<file path="src/rtl/keycode_pkg.sv">
// Shared constants, FSM state type and direction-key test for the keycode arbiter.
package keycode_pkg;

    localparam logic [7:0] KEY_NONE = 8'h00;
    localparam logic [7:0] KEY_A    = 8'h04;
    localparam logic [7:0] KEY_D    = 8'h07;
    localparam logic [7:0] KEY_S    = 8'h16;
    localparam logic [7:0] KEY_W    = 8'h1A;

    typedef enum logic [1:0] {
        IDLE,
        PURGE,
        ADD
    } arb_state_e;

    function automatic logic is_direction(input logic [7:0] code);
        return (code == KEY_A) || (code == KEY_D) || (code == KEY_S) || (code == KEY_W);
    endfunction

endpackage

</file>
<file path="src/rtl/keycode_arbiter_if.sv">
// HID report input, frame pulse and arbitrated direction outputs of the keycode arbiter.
interface keycode_arbiter_if;

    logic       report_valid;
    logic [7:0] keycode0;
    logic [7:0] keycode1;
    logic [7:0] keycode2;
    logic [7:0] keycode3;
    logic       frame_start;
    logic [7:0] keycode;
    logic       key_held;
    logic       dir_change;
    logic       busy;

    modport master (
        output report_valid, keycode0, keycode1, keycode2, keycode3, frame_start,
        input  keycode, key_held, dir_change, busy
    );

    modport slave (
        input  report_valid, keycode0, keycode1, keycode2, keycode3, frame_start,
        output keycode, key_held, dir_change, busy
    );

endinterface

</file>
<file path="src/rtl/keycode_arbiter.sv">
// Tracks held direction keys in press order and hands the most recent one to the
// ball stage once per frame; reports are folded in over a 4-cycle purge and 4-cycle add.
module keycode_arbiter
    import keycode_pkg::*;
#(
    parameter int STACK_DEPTH = 4
) (
    input logic              clk,
    input logic              reset,
    keycode_arbiter_if.slave bus
);

    typedef logic [STACK_DEPTH-1:0][7:0] stack_t;
    typedef logic [3:0][7:0]             report_t;

    arb_state_e state_q, state_d;
    logic [1:0] idx_q, idx_d;
    stack_t     work_q, work_d;
    stack_t     stack_q, stack_d;
    logic [2:0] work_cnt_q, work_cnt_d;
    logic [2:0] wr_q, wr_d;
    logic [2:0] count_q, count_d;
    report_t    cap_q, cap_d;
    report_t    pend_q, pend_d;
    logic       pend_valid_q, pend_valid_d;
    logic [7:0] keycode_q, keycode_d;
    logic       dir_change_q, dir_change_d;
    logic       key_held_q, key_held_d;
    logic       busy_q, busy_d;

    report_t    report_in;
    logic [7:0] elem;
    logic [7:0] add_key;
    logic [7:0] top_key;
    logic       keep;
    logic       dup;
    logic       start;
    logic [2:0] wr_next;

    assign report_in = {bus.keycode3, bus.keycode2, bus.keycode1, bus.keycode0};

    always_comb begin
        state_d      = state_q;
        idx_d        = idx_q;
        work_d       = work_q;
        work_cnt_d   = work_cnt_q;
        wr_d         = wr_q;
        stack_d      = stack_q;
        count_d      = count_q;
        cap_d        = cap_q;
        pend_d       = pend_q;
        pend_valid_d = pend_valid_q;
        keycode_d    = keycode_q;
        dir_change_d = 1'b0;
        elem         = KEY_NONE;
        add_key      = KEY_NONE;
        top_key      = KEY_NONE;
        keep         = 1'b0;
        dup          = 1'b0;
        start        = 1'b0;
        wr_next      = wr_q;

        // Reports arriving while a previous one is in flight park in the pending slot.
        if (state_q != IDLE && bus.report_valid) begin
            pend_d       = report_in;
            pend_valid_d = 1'b1;
        end

        case (state_q)
            IDLE: begin
                if (bus.report_valid) begin
                    cap_d        = report_in;
                    pend_valid_d = 1'b0;
                    start        = 1'b1;
                end else if (pend_valid_q) begin
                    cap_d        = pend_q;
                    pend_valid_d = 1'b0;
                    start        = 1'b1;
                end
            end

            PURGE: begin
                for (int j = 0; j < STACK_DEPTH; j++) begin
                    if (2'(j) == idx_q) elem = work_q[j];
                end
                for (int s = 0; s < 4; s++) begin
                    if (cap_q[s] == elem) keep = 1'b1;
                end
                keep = keep && ({1'b0, idx_q} < work_cnt_q);
                // Survivors slide down to the write pointer, so order is preserved.
                for (int j = 0; j < STACK_DEPTH; j++) begin
                    if (keep && 3'(j) == wr_q) work_d[j] = elem;
                end
                wr_next = wr_q + {2'b00, keep};
                wr_d    = wr_next;
                idx_d   = idx_q + 2'd1;
                if (idx_q == 2'd3) begin
                    work_cnt_d = wr_next;
                    state_d    = ADD;
                end
            end

            ADD: begin
                add_key = cap_q[idx_q];
                for (int j = 0; j < STACK_DEPTH; j++) begin
                    if (3'(j) < work_cnt_q && work_q[j] == add_key) dup = 1'b1;
                end
                if (is_direction(add_key) && !dup && work_cnt_q < 3'(STACK_DEPTH)) begin
                    for (int j = 0; j < STACK_DEPTH; j++) begin
                        if (3'(j) == work_cnt_q) work_d[j] = add_key;
                    end
                    work_cnt_d = work_cnt_q + 3'd1;
                end
                idx_d = idx_q + 2'd1;
                if (idx_q == 2'd3) begin
                    stack_d = work_d;
                    count_d = work_cnt_d;
                    state_d = IDLE;
                    if (pend_valid_q) begin
                        cap_d        = pend_q;
                        pend_valid_d = bus.report_valid;
                        start        = 1'b1;
                    end
                end
            end

            default: state_d = IDLE;
        endcase

        // A new pass always starts from the freshest committed stack.
        if (start) begin
            work_d     = stack_d;
            work_cnt_d = count_d;
            wr_d       = 3'd0;
            idx_d      = 2'd0;
            state_d    = PURGE;
        end

        // The frame sample reads the registered stack, so a same-cycle commit is not seen.
        if (bus.frame_start) begin
            for (int j = 0; j < STACK_DEPTH; j++) begin
                if (3'(j) + 3'd1 == count_q) top_key = stack_q[j];
            end
            keycode_d    = top_key;
            dir_change_d = (top_key != keycode_q);
        end

        key_held_d = (count_d != 3'd0);
        busy_d     = (state_d != IDLE);
    end

    always_ff @(posedge clk) begin
        if (reset) begin
            state_q      <= IDLE;
            idx_q        <= 2'd0;
            work_q       <= '0;
            work_cnt_q   <= 3'd0;
            wr_q         <= 3'd0;
            stack_q      <= '0;
            count_q      <= 3'd0;
            cap_q        <= '0;
            pend_q       <= '0;
            pend_valid_q <= 1'b0;
            keycode_q    <= KEY_NONE;
            dir_change_q <= 1'b0;
            key_held_q   <= 1'b0;
            busy_q       <= 1'b0;
        end else begin
            state_q      <= state_d;
            idx_q        <= idx_d;
            work_q       <= work_d;
            work_cnt_q   <= work_cnt_d;
            wr_q         <= wr_d;
            stack_q      <= stack_d;
            count_q      <= count_d;
            cap_q        <= cap_d;
            pend_q       <= pend_d;
            pend_valid_q <= pend_valid_d;
            keycode_q    <= keycode_d;
            dir_change_q <= dir_change_d;
            key_held_q   <= key_held_d;
            busy_q       <= busy_d;
        end
    end

    assign bus.keycode    = keycode_q;
    assign bus.dir_change = dir_change_q;
    assign bus.key_held   = key_held_q;
    assign bus.busy       = busy_q;

endmodule

</file>
<file path="src/flat_wrapper.sv">
// flat-port wrapper written by rule: the top's interface ports become plain ports
module keycode_arbiter_flat import keycode_pkg::*;
#(
    parameter int STACK_DEPTH = 4
)
  (clk, reset, bus_report_valid, bus_keycode0, bus_keycode1, bus_keycode2, bus_keycode3, bus_frame_start, bus_keycode, bus_key_held, bus_dir_change, bus_busy);
  keycode_arbiter_if bus_i ();
  input logic clk;
  input logic reset;
  input wire logic [$bits(bus_i.report_valid)-1:0] bus_report_valid;
  input wire logic [$bits(bus_i.keycode0)-1:0] bus_keycode0;
  input wire logic [$bits(bus_i.keycode1)-1:0] bus_keycode1;
  input wire logic [$bits(bus_i.keycode2)-1:0] bus_keycode2;
  input wire logic [$bits(bus_i.keycode3)-1:0] bus_keycode3;
  input wire logic [$bits(bus_i.frame_start)-1:0] bus_frame_start;
  output wire logic [$bits(bus_i.keycode)-1:0] bus_keycode;
  output wire logic [$bits(bus_i.key_held)-1:0] bus_key_held;
  output wire logic [$bits(bus_i.dir_change)-1:0] bus_dir_change;
  output wire logic [$bits(bus_i.busy)-1:0] bus_busy;
  assign bus_i.report_valid = bus_report_valid;
  assign bus_i.keycode0 = bus_keycode0;
  assign bus_i.keycode1 = bus_keycode1;
  assign bus_i.keycode2 = bus_keycode2;
  assign bus_i.keycode3 = bus_keycode3;
  assign bus_i.frame_start = bus_frame_start;
  assign bus_keycode = bus_i.keycode;
  assign bus_key_held = bus_i.key_held;
  assign bus_dir_change = bus_i.dir_change;
  assign bus_busy = bus_i.busy;
  keycode_arbiter #(.STACK_DEPTH(STACK_DEPTH)) u_core (.clk(clk), .reset(reset), .bus(bus_i));
endmodule
</file>
<file path="config.mk">
export PLATFORM = sky130hd
export DESIGN_NAME = keycode_arbiter_flat
export DESIGN_NICKNAME = d
export VERILOG_FILES = /design/src/rtl/keycode_pkg.sv /design/src/rtl/keycode_arbiter_if.sv /design/src/rtl/keycode_arbiter.sv /design/src/flat_wrapper.sv
export SDC_FILE = /design/constraint.sdc
export NUM_CORES = 1
export LEC_CHECK = 0
export CORE_MARGIN = 2
export CORE_UTILIZATION = 35
export CTS_BUF_LIST = sky130_fd_sc_hd__clkbuf_4
export DETAILED_ROUTE_END_ITERATION = 10
export SLEW_MARGIN = 20
export SYNTH_ARGS = -nofsm -noshare
export SYNTH_HDL_FRONTEND = slang
export SYNTH_SLANG_ARGS = --single-unit
</file>
<file path="constraint.sdc">
create_clock -name clk -period 9.83 [get_ports clk]
set_input_delay 2.4575 -clock clk [delete_from_list [all_inputs] [get_ports clk]]
set_output_delay 2.4575 -clock clk [all_outputs]
set_load 0.01 [all_outputs]
</file>
# Yosys cells after proc, flatten, opt, wreduce, memory -nomap -nowiden
# Cells that the tools add are included.
# totals
output_inout_bits	11
elab_cells	165
ff_bits	153
in_bits	36
# op_classes
magnitude_cmp	7
n_reduce_logical	34
n_mux	59
eq_ne	35
bitwise	1
n_addsub	3
# op_table
cell	n
$mux 32	7
$mux 8	19
$pmux 32 s2	2
$eq 8x8->1	8
$eq 2x3->1 const A	6
$mux 1	18
$bmux 8 s2	1
$eq 8x3->1 const B	2
$eq 8x5->1 const B	2
$mux 3	5
$ne 3x1->1 const B	5
$logic_and 1x1->1	12
$reduce_and 2->1	6
$eq 1x3->1 const A	3
$ne 8x8->1	1
$logic_not 3->1	2
$lt 1x3->1 const A	2
$lt 2x3->1 const A	2
$mux 2	3
$pmux 2 s3	1
$pmux 3 s2	1
$reduce_bool 2->1	3
$reduce_bool 3->1	2
$reduce_or 2->1	3
17 further kinds	23

# Longest topological paths before layout
# depth
ltp_word	17
mapped_depth	18
mapped_depth_nobuf	16

# Worst setup path after synthesis
# Ideal clock, no wire load.
# synth_path
path_kind	register -> register
start	reg u_core.idx_q[1]
end	reg u_core.work_cnt_q[1]
setup_time_ps	60
arrival_time_ps	3779
path_slack_ps	5991
stages_incl_launch_ff	19
n_path_buf	2
required_time_ps	9770
period_less_slack_ps	3839
path_cell_list	dfxtp_1 buf_2 inv_1 ha_1 buf_2 nand3b_1 a211oi_1 xnor2_1 nand4_1 nor2_1 nor4_4 nor2_1 ha_1 ha_1 inv_1 o311ai_0 nor2_1 nor2_1 o311a_1
# synth_via
elab_chain_cells	17
elab_cells_between_ends	58
classes_between	add/sub: 1; order compare: 1; eq/ne: 17; mux: 25; reduce/logical: 14
# synth_lines
element	line	rtl
from (decl)	keycode_arbiter.sv:17	logic [1:0] idx_q, idx_d;
from (signal assigned)	keycode_arbiter.sv:170	idx_q <= idx_d;
$logic_not 2->1	keycode_arbiter.sv:84	if (2'(j) == idx_q) elem = work_q[j];
$mux 8 (4 in series)	keycode_arbiter.sv:84	
$mux 8	keycode_arbiter.sv:69	case (state_q)
$eq 8x8->1	keycode_arbiter.sv:87	if (cap_q[s] == elem) keep = 1'b1;
$mux 1 (4 in series)	keycode_arbiter.sv:87	
$mux 1	keycode_arbiter.sv:69	
$logic_and 1x1->1	keycode_arbiter.sv:89	keep = keep && ({1'b0, idx_q} < work_cnt_q);
$add 3x1->3	keycode_arbiter.sv:94	wr_next = wr_q + {2'b00, keep};
$mux 3	keycode_arbiter.sv:97	if (idx_q == 2'd3) begin
$pmux 3 s2	keycode_arbiter.sv:69	
$mux 3	keycode_arbiter.sv:131	if (start) begin
to (signal assigned)	keycode_arbiter.sv:172	work_cnt_q <= work_cnt_d;
to (decl)	keycode_arbiter.sv:20	logic [2:0] work_cnt_q, work_cnt_d;
# Several ways; a longest one is shown, not always the timed one. The select of a mux whose other input is x is not followed.
# A chain may end at the register's enable or synchronous reset.

# Worst setup path after layout
# layout_path
start	reg u_core.idx_q[0]
end	reg u_core.work_cnt_q[1]
# Same word-level chain as after synthesis.

==> results.py <==
metrics = {
    "yosys": {
        "async_flop_share": 0,
        "ys_types": 69,
        "synth_most_common_cell": "dfxtp_1",
        "avgSynthCellArea_sq_um": 8.35,
        "yosysWarnings": 0,
        "synthTopCellsByCount": "dfxtp_1 (153), nand2_1 (112), nor2_1 (112)",
        "synth_edf_count": 0,
        "syn_inst": 1046,
        "syn-num-nets": 1096,
        "synth_seq_cells": 153,
        "netlist.area_leader.share": 0.351,
        "synthTopCellsByArea": "dfxtp_1 (35%), a211oi_1 (6.5%), mux2i_1 (5.4%), xnor2_1 (5.3%), nand2_1 (4.8%)",
        "synthFlopType": "dfxtp_1",
        "synth-seq-area-share": 0.351,
        "syn_area_sq_um": 8730,
        "synth.largest_area_cell": "dfxtp_1",
    },
    "clock_tree": {
        "cts.sinks": 153,
        "cts_tree": "built",
        "cts_resized": 0,
        "clk-insertion-delay-late_ps": 600,
        "cts_made_buffers": 17,
        "cts_root_buf": "clkbuf_4",
        "path_clk_slew_ps": 150,
        "cts_setup_buffers": 0,
        "clock_path_buffers": 2,
        "h-tree-depth": 4,
        "hold_buffers": 0,
    },
    "worst_setup_path": {
        "ff2ff_setup_slack_ps": 4960,
        "endpoint_kind": "register",
        "path_cells": "ha_1 > buf_4 > a211oi_1 > a211oi_1 > xnor2_1 > nand4_1 > nor2_1 > nor4_4 > nor2_1 > ha_1 > ha_1 > inv_1 > o311ai_0 > nor2_1 > nor2_1 > o311a_1",
        "cp.arrival_ps": 5420,
        "slowest_delay_ps": 890,
        "crit_type": "register to register",
        "cp_max_fo": 22,
        "worst_ep_required_time_ps": 10380,
        "crit_top_cell": "nor2_1",
        "reg2reg_depth": 16,
        "crit_slowest_cell": "a211oi_1",
        "critPathLaunchType": "register",
    },
    "die": {
        "io_pins": 47,
        "start_util": 0.358,
        "die_y_um": 162,
        "rows": 57,
        "coreArea_sq_um": 24400,
        "dieArea_sq_um": 26200,
        "die_x_um": 162,
    },
    "sta": {
        "rsz0062_at_grt": "false",
        "max_slew_margin": 0.310,
        "final_hold_viol_count": 0,
        "fin_crit_ps": 4870,
        "whs_ps": 463,
        "post-route-period-util": 0.496,
        "max_freq_mhz": 205,
        "fin_skew_ps": 29.7,
        "tightest_slew_ps": 1030,
        "drv_slew": 0,
        "setup_tns_ps": 0,
        "finalSetupViolCount": 0,
    },
    "global_route": {
        "gr-total-overflow": 0,
        "grt_pass1_vias": 7459,
        "antenna_found_initial": 1,
        "track_usage": 0.200,
        "grt_pass1_wl_mm": 41.8,
        "grt_max_degree": 83,
    },
    "finish": {
        "multi_input_area_sq_um": 5220,
        "stdcell_area_sq_um": 9720,
        "regArea_sq_um": 3060,
        "fin_nets": 1092,
        "drive_gt1_frac": 0.0758,
        "finish.utilization": 0.398,
        "fill_cells": 2587,
        "area_delta_synth_final_pct": 11.3,
    },
    "status": {
        "outcome": "completed",
    },
    "place": {
        "port_buffers": 46,
        "hpwl_mm": 18.4,
        "dpl_cell_area_sq_um": 9380,
        "place_congestion": 0.944,
    },
    "power": {
        "p_leak_uw": 0.00335,
        "power.density_nw_per_um2": 160,
        "ir_worst_vdd_v": 0.0000758,
    },
    "job": {
        "maxCapViolCount": 0,
    },
    "detailed_routing": {
        "routed_wl_mm": 26.2,
        "vias": 7902,
        "viasPerCell": 5.73,
        "first_iter_violations": 722,
        "remaining_drc_errors": 0,
        "wl_per_cell_um": 19.0,
        "dr.pass1.iters": 5,
        "ant_nets": 0,
    },
    "hold_path": {
        "worstHoldPathType": "register to register",
        "whs_path_depth": 2,
    },
}
registers in the layout, summed over array words and instances (netlist names), 3 cells and up:
name                cells
u_core.bus.keycode      8
u_core.wr_q             3
u_core.cap_q           32
u_core.count_q          3
u_core.work_q          32
u_core.stack_q         32
u_core.work_cnt_q       3
u_core.pend_q          32
critical path: cells and delay by family, from the launching register on:
kind                       cells  cell delay (ps)
AOI/OAI and AO/OA              4             1540
xor gates and xnor gates       1              130
adders and majority gates      3             1030
buffers and inverters          2              380
DFF                            1              800
and+or+nand+nor                6              940
final timing paths:
check,from,end
max,u_core.idx_q[0],u_core.work_cnt_q[1]
min reg2reg,u_core.pend_q[31],u_core.pend_q[31]
max reg2reg,u_core.idx_q[0],u_core.work_cnt_q[1]
min,u_core.pend_q[31],u_core.pend_q[31]
power breakdown:
group	total [uW]	switching [uW]	internal, uW
Clock	446	278	168
Sequential	714	52.5	662
Combinational	390	229	161
Total	1550	560	990
area by class of cell:
| type | count | area share |
|---|---|---|
| antenna | 1 | 0.000257 |
| clock buffer | 17 | 0.0131 |
| clock inverter | 15 | 0.0209 |
| inverter | 30 | 0.0116 |
| multi-input combinational | 780 | 0.537 |
| sequential | 153 | 0.315 |
| tap | 324 | 0.0417 |
| timing repair buffer | 60 | 0.0600 |
layer usage:
layer / up-vias / track usage / part of all wire
met5: - / 0 / 0
met4: 0 / 0.0632 / 0.019
met3: 40 / 0.0498 / 0.075
met2: 320 / 0.318 / 0.46
met1: 3733 / 0.267 / 0.45
li1: 3809 / - / -
stage by stage:
| stage | power [uW] | instances | worst slack (ps) |
|---|---|---|---|
| floorplan | 993 | 1046 | 5990 |
| global placement | 1110 | 1346 | 4820 |
| detailed placement | 1110 | 1347 | 4830 |
| CTS | 1550 | 1379 | 4910 |
| global route | 1620 | 1380 | 4580 |
| finish | 1550 | 1380 | 4960 |
layout by cell type, fill, tap and decap left out, types with 6 or more instances in the layout:
cell type | netlist | routed
a211o_1 | 9 | 9
a211oi_1 | 76 | 76
a21oi_1 | 73 | 71
a22oi_1 | 11 | 11
a31oi_1 | 22 | 22
buf_4 | 2 | 14
clkbuf_4 | 0 | 17
clkdlybuf4s50_1 | 0 | 45
dfxtp_1 | 153 | 153
ha_1 | 14 | 14
inv_1 | 30 | 30
inv_8 | 0 | 6
mux2i_1 | 47 | 47
nand2_1 | 112 | 112
nand2b_1 | 7 | 6
nand3_1 | 17 | 17
nand3b_1 | 9 | 9
nand4_1 | 13 | 13
nor2_1 | 112 | 112
nor2b_1 | 16 | 15
nor3_1 | 10 | 10
nor3b_1 | 8 | 8
o21a_1 | 8 | 8
o21ai_0 | 19 | 19
o22a_1 | 13 | 13
o22ai_1 | 22 | 22
o41ai_1 | 6 | 6
or3_1 | 6 | 6
xnor2_1 | 53 | 53
xor2_1 | 15 | 15
cells by family after synthesis:
group | count (synthesis) | share of synthesized area
simple gates | 330 | 0.178
compound gates | 308 | 0.246
flops | 153 | 0.351
buf+inv | 113 | 0.0539
xor+xnor | 68 | 0.0682
mux | 60 | 0.0827
fa+ha+maj | 14 | 0.0201
(Power assumes the default switching activity.)
